[src/rtl/vsmac_stream.sv]
// vsmac_stream: streaming vector-scalar multiply-accumulate array.
//
// SIZE signed lanes each multiply their element of in_a by the shared scalar in_b and
// accumulate over a group of cfg_len beats (latched on the group's first beat). The
// finished group is arithmetic-shifted right by SHIFT, saturated to WIDTH bits and held
// on a valid/ready output port until it is taken.
//
// Optional feature: define VSMAC_BIAS_EN to add a per-lane bias input. The bias is
// loaded into the accumulator on the first beat of each group.
//
// Ports:
//   clk        clock, all logic on posedge
//   reset_n    synchronous active-low reset
//   cfg_len    beats per group (0 treated as 1, values above MAX_ACCUM clamped)
//   in_valid   input beat valid
//   in_ready   input beat accepted when in_valid && in_ready
//   in_a       lane vector, lane i = in_a[WIDTH*i +: WIDTH]
//   in_b       scalar shared by all lanes
//   bias       (VSMAC_BIAS_EN only) lane i = bias[ACC_WIDTH*i +: ACC_WIDTH]
//   out_valid  group result valid
//   out_ready  downstream accepts result
//   out_data   saturated lane results
//   out_sat    per-lane flag: result was clipped
//   busy       high whenever the FSM is not idle

module vsmac_stream #(
  parameter int unsigned SIZE      = 6,
  parameter int unsigned WIDTH     = 8,
  parameter int unsigned ACC_WIDTH = 20,
  parameter int unsigned MAX_ACCUM = 16,
  parameter int unsigned SHIFT     = 0,
  localparam int unsigned LenW     = $clog2(MAX_ACCUM + 1)
) (
  input  logic                      clk,
  input  logic                      reset_n,
  input  logic [LenW-1:0]           cfg_len,
  input  logic                      in_valid,
  output logic                      in_ready,
  input  logic [WIDTH*SIZE-1:0]     in_a,
  input  logic [WIDTH-1:0]          in_b,
`ifdef VSMAC_BIAS_EN
  input  logic [ACC_WIDTH*SIZE-1:0] bias,
`endif
  output logic                      out_valid,
  input  logic                      out_ready,
  output logic [WIDTH*SIZE-1:0]     out_data,
  output logic [SIZE-1:0]           out_sat,
  output logic                      busy
);

  typedef enum logic [1:0] {StIdle, StAccum, StDrain} state_e;

  localparam int MaxInt = (1 << (WIDTH - 1)) - 1;
  localparam int MinInt = -(1 << (WIDTH - 1));
  localparam logic signed [ACC_WIDTH-1:0] MaxAcc = ACC_WIDTH'(MaxInt);
  localparam logic signed [ACC_WIDTH-1:0] MinAcc = ACC_WIDTH'(MinInt);

  state_e               state_q, state_d;
  logic [LenW-1:0]      len_q, len_d;
  logic [LenW-1:0]      count_q, count_d;
  logic [ACC_WIDTH-1:0] acc_q [SIZE];
  logic [ACC_WIDTH-1:0] acc_d [SIZE];
  logic                 out_valid_q, busy_q;

  logic [ACC_WIDTH-1:0] prod_ext [SIZE];
  logic [ACC_WIDTH-1:0] first_val [SIZE];
  logic [LenW-1:0]      eff_len;
  logic                 accept;

  // Held low during reset so nothing upstream sees a phantom accept.
  assign in_ready  = reset_n && (state_q != StDrain);
  assign accept    = in_valid && in_ready;
  assign out_valid = out_valid_q;
  assign busy      = busy_q;

  for (genvar i = 0; i < SIZE; i++) begin : g_lane
    logic [2*WIDTH-1:0]          a_ext, b_ext, prod;
    logic signed [ACC_WIDTH-1:0] shifted;
    logic [WIDTH-1:0]            lane_out;
    logic                        lane_sat;

    // Operands sign-extended to full product width so the low 2*WIDTH bits are exact.
    assign a_ext = {{WIDTH{in_a[WIDTH*i+WIDTH-1]}}, in_a[WIDTH*i +: WIDTH]};
    assign b_ext = {{WIDTH{in_b[WIDTH-1]}}, in_b};
    assign prod  = a_ext * b_ext;
    assign prod_ext[i] = {{(ACC_WIDTH - 2*WIDTH){prod[2*WIDTH-1]}}, prod};

`ifdef VSMAC_BIAS_EN
    assign first_val[i] = bias[ACC_WIDTH*i +: ACC_WIDTH] + prod_ext[i];
`else
    assign first_val[i] = prod_ext[i];
`endif

    // Output path depends on acc_q only, so it is stable for the whole drain state.
    assign shifted  = $signed(acc_q[i]) >>> SHIFT;
    assign lane_sat = (shifted > MaxAcc) || (shifted < MinAcc);
    assign lane_out = (shifted > MaxAcc) ? MaxAcc[WIDTH-1:0] :
                      (shifted < MinAcc) ? MinAcc[WIDTH-1:0] : shifted[WIDTH-1:0];

    assign out_data[WIDTH*i +: WIDTH] = lane_out;
    assign out_sat[i]                 = lane_sat;
  end

  always_comb begin
    eff_len = cfg_len;
    if (cfg_len == '0) begin
      eff_len = LenW'(1);
    end else if (cfg_len > LenW'(MAX_ACCUM)) begin
      eff_len = LenW'(MAX_ACCUM);
    end
  end

  always_comb begin
    state_d = state_q;
    len_d   = len_q;
    count_d = count_q;
    for (int i = 0; i < SIZE; i++) begin
      acc_d[i] = acc_q[i];
    end

    unique case (state_q)
      StIdle: begin
        if (accept) begin
          len_d   = eff_len;
          count_d = LenW'(1);
          for (int i = 0; i < SIZE; i++) begin
            acc_d[i] = first_val[i];
          end
          state_d = (eff_len == LenW'(1)) ? StDrain : StAccum;
        end
      end
      StAccum: begin
        if (accept) begin
          count_d = count_q + LenW'(1);
          for (int i = 0; i < SIZE; i++) begin
            acc_d[i] = acc_q[i] + prod_ext[i];
          end
          if (count_d == len_q) begin
            state_d = StDrain;
          end
        end
      end
      StDrain: begin
        if (out_ready) begin
          state_d = StIdle;
        end
      end
      default: state_d = StIdle;
    endcase
  end

  always_ff @(posedge clk) begin
    if (!reset_n) begin
      state_q     <= StIdle;
      len_q       <= '0;
      count_q     <= '0;
      out_valid_q <= 1'b0;
      busy_q      <= 1'b0;
      for (int i = 0; i < SIZE; i++) begin
        acc_q[i] <= '0;
      end
    end else begin
      state_q     <= state_d;
      len_q       <= len_d;
      count_q     <= count_d;
      out_valid_q <= (state_d == StDrain);
      busy_q      <= (state_d != StIdle);
      for (int i = 0; i < SIZE; i++) begin
        acc_q[i] <= acc_d[i];
      end
    end
  end

endmodule

[config.mk]
export PLATFORM = sky130hd
export DESIGN_NAME = vsmac_stream
export DESIGN_NICKNAME = d
export VERILOG_FILES = /design/src/rtl/vsmac_stream.sv
export SDC_FILE = /design/constraint.sdc
export NUM_CORES = 2
export LEC_CHECK = 0
export BUFFER_PORTS_ARGS = -buffer_cell sky130_fd_sc_hd__buf_4
export CAP_MARGIN = 20
export CORE_MARGIN = 2
export CORE_UTILIZATION = 50
export CTS_BUF_LIST = sky130_fd_sc_hd__clkbuf_4
export DETAILED_ROUTE_END_ITERATION = 7
export HOLD_SLACK_MARGIN = 0.08
export PLACE_DENSITY = 0.7
export SYNTH_ARGS = -nofsm -noshare
export SYNTH_HDL_FRONTEND = slang
export SYNTH_SLANG_ARGS = --single-unit
[constraint.sdc]
create_clock -name clk -period 7.6 [get_ports clk]
set_input_delay 1.14 -clock clk [delete_from_list [all_inputs] [get_ports clk]]
set_output_delay 1.14 -clock clk [all_outputs]
set_load 0.005 [all_outputs]
### Yosys cells after proc, flatten, opt, wreduce, memory -nomap -nowiden

Memory sizes are Yosys's and may differ from the RTL's.
Index checks and enable logic that the tools add are counted.

* memory bits (writable): 120
* word-level logic and storage cells: 94
* memories: 1
* flip-flop bits (word level): 14

Memories
* acc_q: words 6, bits a word 20, rd ports 6, clocked after Yosys merged registers in 0, wr ports 6, line 61 `logic [ACC_WIDTH-1:0] acc_q [SIZE];`

* muxes and demuxes: 34
* reductions and logical operators: 14
* add/subtract/negate cells: 7
* multipliers: 6
* eq/ne operators: 8
* bitwise gates (word level): 6
* magnitude comparators: 13

Operator list (count)
* 120-bit two-way mux: 2
* 120-bit one-hot mux with 2 select lines: 1
* 20-bit adder: 6
* 20-bit by 8-bit greater-than comparator with 1-bit output, second input constant: 6
* 20-bit by 8-bit < comparator with 1-bit output, second input constant: 6
* 20-bit two-way mux: 6
* 8-bit by 8-bit multiplier with 16-bit output: 6
* 8-bit two-way mux: 12
* 5-bit two-way mux: 4
* 2-bit two-way mux: 5
* 5-bit one-hot mux with 2 select lines: 1
* 1-bit logical OR: 6
* 2-bit inequality test, second input constant: 3
* 1-bit OR: 6
* 2-bit one-hot mux with 3 select lines: 1
* 5-bit by 1-bit adder with 5-bit output, second input constant: 1
* 5-bit by 1-bit == test with 1-bit output, second input constant: 1
* 5-bit == test: 1
* 5-bit greater-than comparator, second input constant: 1
* 5-bit logical NOT: 1
* 2-bit == test, second input constant: 2
* 2-bit nonzero test: 2
* 3-bit AND reduction: 1
* 2-bit by 1-bit == test with 1-bit output, second input constant: 1
* 4 further kinds: 6

### Longest topological paths before layout

* depth after elaboration: 8
* depth in mapped cells: 29
* mapped depth without buffers: 26

### Worst setup path after synthesis

No wires, ideal clock.

* kind: input-to-reg
* start: in in_b[2]
* end: mem acc_q[4][19]
* stages: 26
* path buffers: 2
* arrival time: 6.981 ns
* data required time: 7.541 ns
* setup slack: 0.560 ns
* library setup time: 0.059 ns
* cells stage by stage: clkbuf_1 -> clkbuf_1 -> nand2_1 -> inv_1 -> fa_1 -> inv_1 -> fa_1 -> inv_1 -> fa_1 -> inv_1 -> fa_1 -> inv_1 -> ha_1 -> and3_1 -> o311ai_2 -> nand3_2 -> o41ai_4 -> xor2_2 -> inv_2 -> ha_1 -> a2111oi_0 -> o21ai_0 -> o22a_1 -> or3_1 -> a21boi_1 -> o31a_1

RTL lines
* start: declaration: line 40 `input logic [WIDTH-1:0] in_b,`
* end: declaration: line 61

==> metrics.txt <==
DR pass1 iterations=5; total grt overflow=0; vias in the first global route=21.5k; Final min period=6.88 ns; synth unique cells=73; critical path class=input port to register; wire per inst=16.5 um; Critical-path top delay cell=fa_1; ranking of synthesized cells by area=fa_1 25%, ha_1 14%, dfxtp_1 10%; GP Congestion=0.888; Core Footprint=52700 um2; final hold violation count=0; DRT iter0 DRCs=1654; Final ANT Viol Nets=0; outcome=finished clean; Final setup viols=0; initial antenna violation count=1; share of flip-flops with an asynchronous set or reset=0%; Synth Net Count=3984; CP delay by family, top=adder cells; max_slew headroom=23.9%; start point of the critical path=in_b[2]; #FFs+latches synth=134; site row count=84; Synth area leader=fa_1; hold_buf cts=0; CP max stage delay=0.48 ns; CTS Buf Count=17; post-synthesis sequential area ratio=10.0%; Worst EP arrival=7.35 ns; Synth Warn #=0; Clock Skews=0.0188 ns; CTS resizes=0; Total GRT Usage=24.5%; max-cap viol count=0; top-count cell post-synth=inv_1; vias per std cell=5.51; Post-synth EDFFs=0; PortBufs=121; DP Wirelength=52600 um; reg2reg path depth=6; Worst Max-Slew Pin Slew=1.13 ns; Slew Viols, Final=0; R2R Path End=acc_q[2][10]$_SDFFE_PN0P_; Tcrit/Tclk final=90.5%; R2R Setup Slk=4.50 ns; Synth top area share=25.2%; unrepaired setup endpoints after global routing=false; Clock transition at path regs=0.13 ns; crit path to=acc_q[1][19]$_SDFFE_PN0P_; commonest cells in the netlist=548 x inv_1, 336 x fa_1, 302 x ha_1; post-CTS setup buffer count=0; depth of the CTS H-tree=4; synthesized cell area=26700 um2; largest net degree at the start of global routing=90; CP bufs+invs=5; Avg Cell Area, Syn=8.14 um2; chip height=235 um; I/O pin count=122; crit-path max FO=30; post-synthesis cell count=3281; cell mode on critical path=fa_1; share of cells above drive strength 1=7.01%; RR Startpoint=state_q[0]$_SDFF_PN0_; Initial Utilization=50.8%; clk_lat worst skew=0.63 ns; top_reg_cell synth=dfxtp_1; Min-Delay Path Class=register to register; Syn-to-layout area delta=7.81%; TritonCTS Sinks=134; CTS Buffer Depth=2; Die ar.=55300 um2; final WL=66800 um; via count=22.3k; crit path launch type=input port; final net count=4058; Setup crit end kind=register; Final WS setup=0.721 ns; max frequency=145 MHz; DRC Markers=0; CTS tree=yes; Die X=235 um; WP depth=26; clk root buf=clkbuf_4; Crit path required time=8.07 ns; first-pass GRT wire length=112000 um; TNS Setup=0 ns; pre-CTS setup slack=0.137 ns
layer usage:
| layer | vias up | share of wire, % | track usage (%) | wire (um) |
|---|---|---|---|---|
| li1 | 10900 | - | - | - |
| met2 | 520 | 43 | 37.5 | 28600 |
| met3 | 38 | 5.5 | 2.78 | 3660 |
| met1 | 10900 | 51 | 37.7 | 34000 |
| met5 | - | 0 | 0 | 0 |
| met4 | 0 | 0.77 | 3.45 | 511 |
cell type report:
cell class	instances	area (um2)
fillers	4916	23800
multi-input cells	2475	21500
flip-flops and latches	134	2680
inverters	550	2060
repair buffers	177	1340
well taps	688	861
clock inverters	14	208
clock buffers	18	135
diodes	1	2.50
tightest hold or removal path, delay by kind of cell, from the launching register on:
kind               cells  cell delay [ns]
and+or+nand+nor        1             0.05
DFF                    1             0.34
AOI/OAI and AO/OA      1             0.05
placed cells by master, fill, tap and decap left out, types with 5 or more instances in the layout:
cell,n
o21bai_1,27
inv_1,548
o21a_1,57
dfxtp_1,134
xnor2_1,130
a31oi_1,44
mux2_2,8
nor2b_1,49
bufinv_16,5
a2111oi_0,5
nand3_1,46
o211ai_1,16
a211oi_1,38
and3_1,17
nand4_1,21
nand3b_1,11
a311oi_1,32
nor2_1,169
fa_1,336
clkbuf_4,19
nand2b_1,17
o31ai_1,11
nor3_1,54
a21oi_1,199
buf_4,173
a21o_1,65
or3_1,7
nand2_1,253
and2_1,267
a22oi_1,6
o21ai_0,134
xor2_1,56
ha_1,302
nor4_1,22
cell families (layout without fill, tap and decap cells):
kind of cell	count (synthesis)	count (layout)	synth area share, %
other	0	1	0
XOR/XNOR	188	188	6.22
AO/OA/AOI/OAI	689	689	16.5
multiplexers	12	12	0.487
AND/OR/NAND/NOR	948	948	17.9
flip-flops	134	134	10.0
buffers and inverters	672	759	9.52
adder cells (fa/ha/maj)	638	638	39.3
sequential cells by signal, indices dropped and copies added, names as in the netlist:
| register | count |
|---|---|
| acc_q | 120 |
| busy | 1 |
| count_q | 5 |
| len_q | 5 |
| out_valid | 1 |
| state_q | 2 |
worst min-delay path by stage:
stage / startpoint / end / slack, ns / cells past startpoint
6_report: len_q[4]$_SDFFE_PN0P_ / len_q[4]$_SDFFE_PN0P_ / 0.48 / 2
3_3_place_gp: len_q[1]$_SDFFE_PN0P_ / len_q[1]$_SDFFE_PN0P_ / 0.46 / 2
5_1_grt: len_q[4]$_SDFFE_PN0P_ / len_q[4]$_SDFFE_PN0P_ / 0.50 / 2
2_1_floorplan: len_q[1]$_SDFFE_PN0P_ / len_q[1]$_SDFFE_PN0P_ / 0.44 / 2
3_5_place_dp: len_q[4]$_SDFFE_PN0P_ / len_q[4]$_SDFFE_PN0P_ / 0.47 / 2
4_1_cts: len_q[4]$_SDFFE_PN0P_ / len_q[4]$_SDFFE_PN0P_ / 0.49 / 2
through the flow:
stage / hold WS (ns) / cells / area, um2 / util (%)
after CTS: 0.486 / 4054 / 28800 / 54.7
after floorplan: 0.444 / 3281 / 26700 / -
after global routing: 0.502 / 4057 / 28800 / 54.7
after global placement: 0.459 / 4021 / 28400 / 54.0
final: 0.482 / 4057 / 28800 / 54.7
after detailed placement: 0.468 / 4022 / 28500 / 54.0
Power is not shown: default switching activity piles up to over one toggle a cycle in this logic, so the estimate is an artifact.
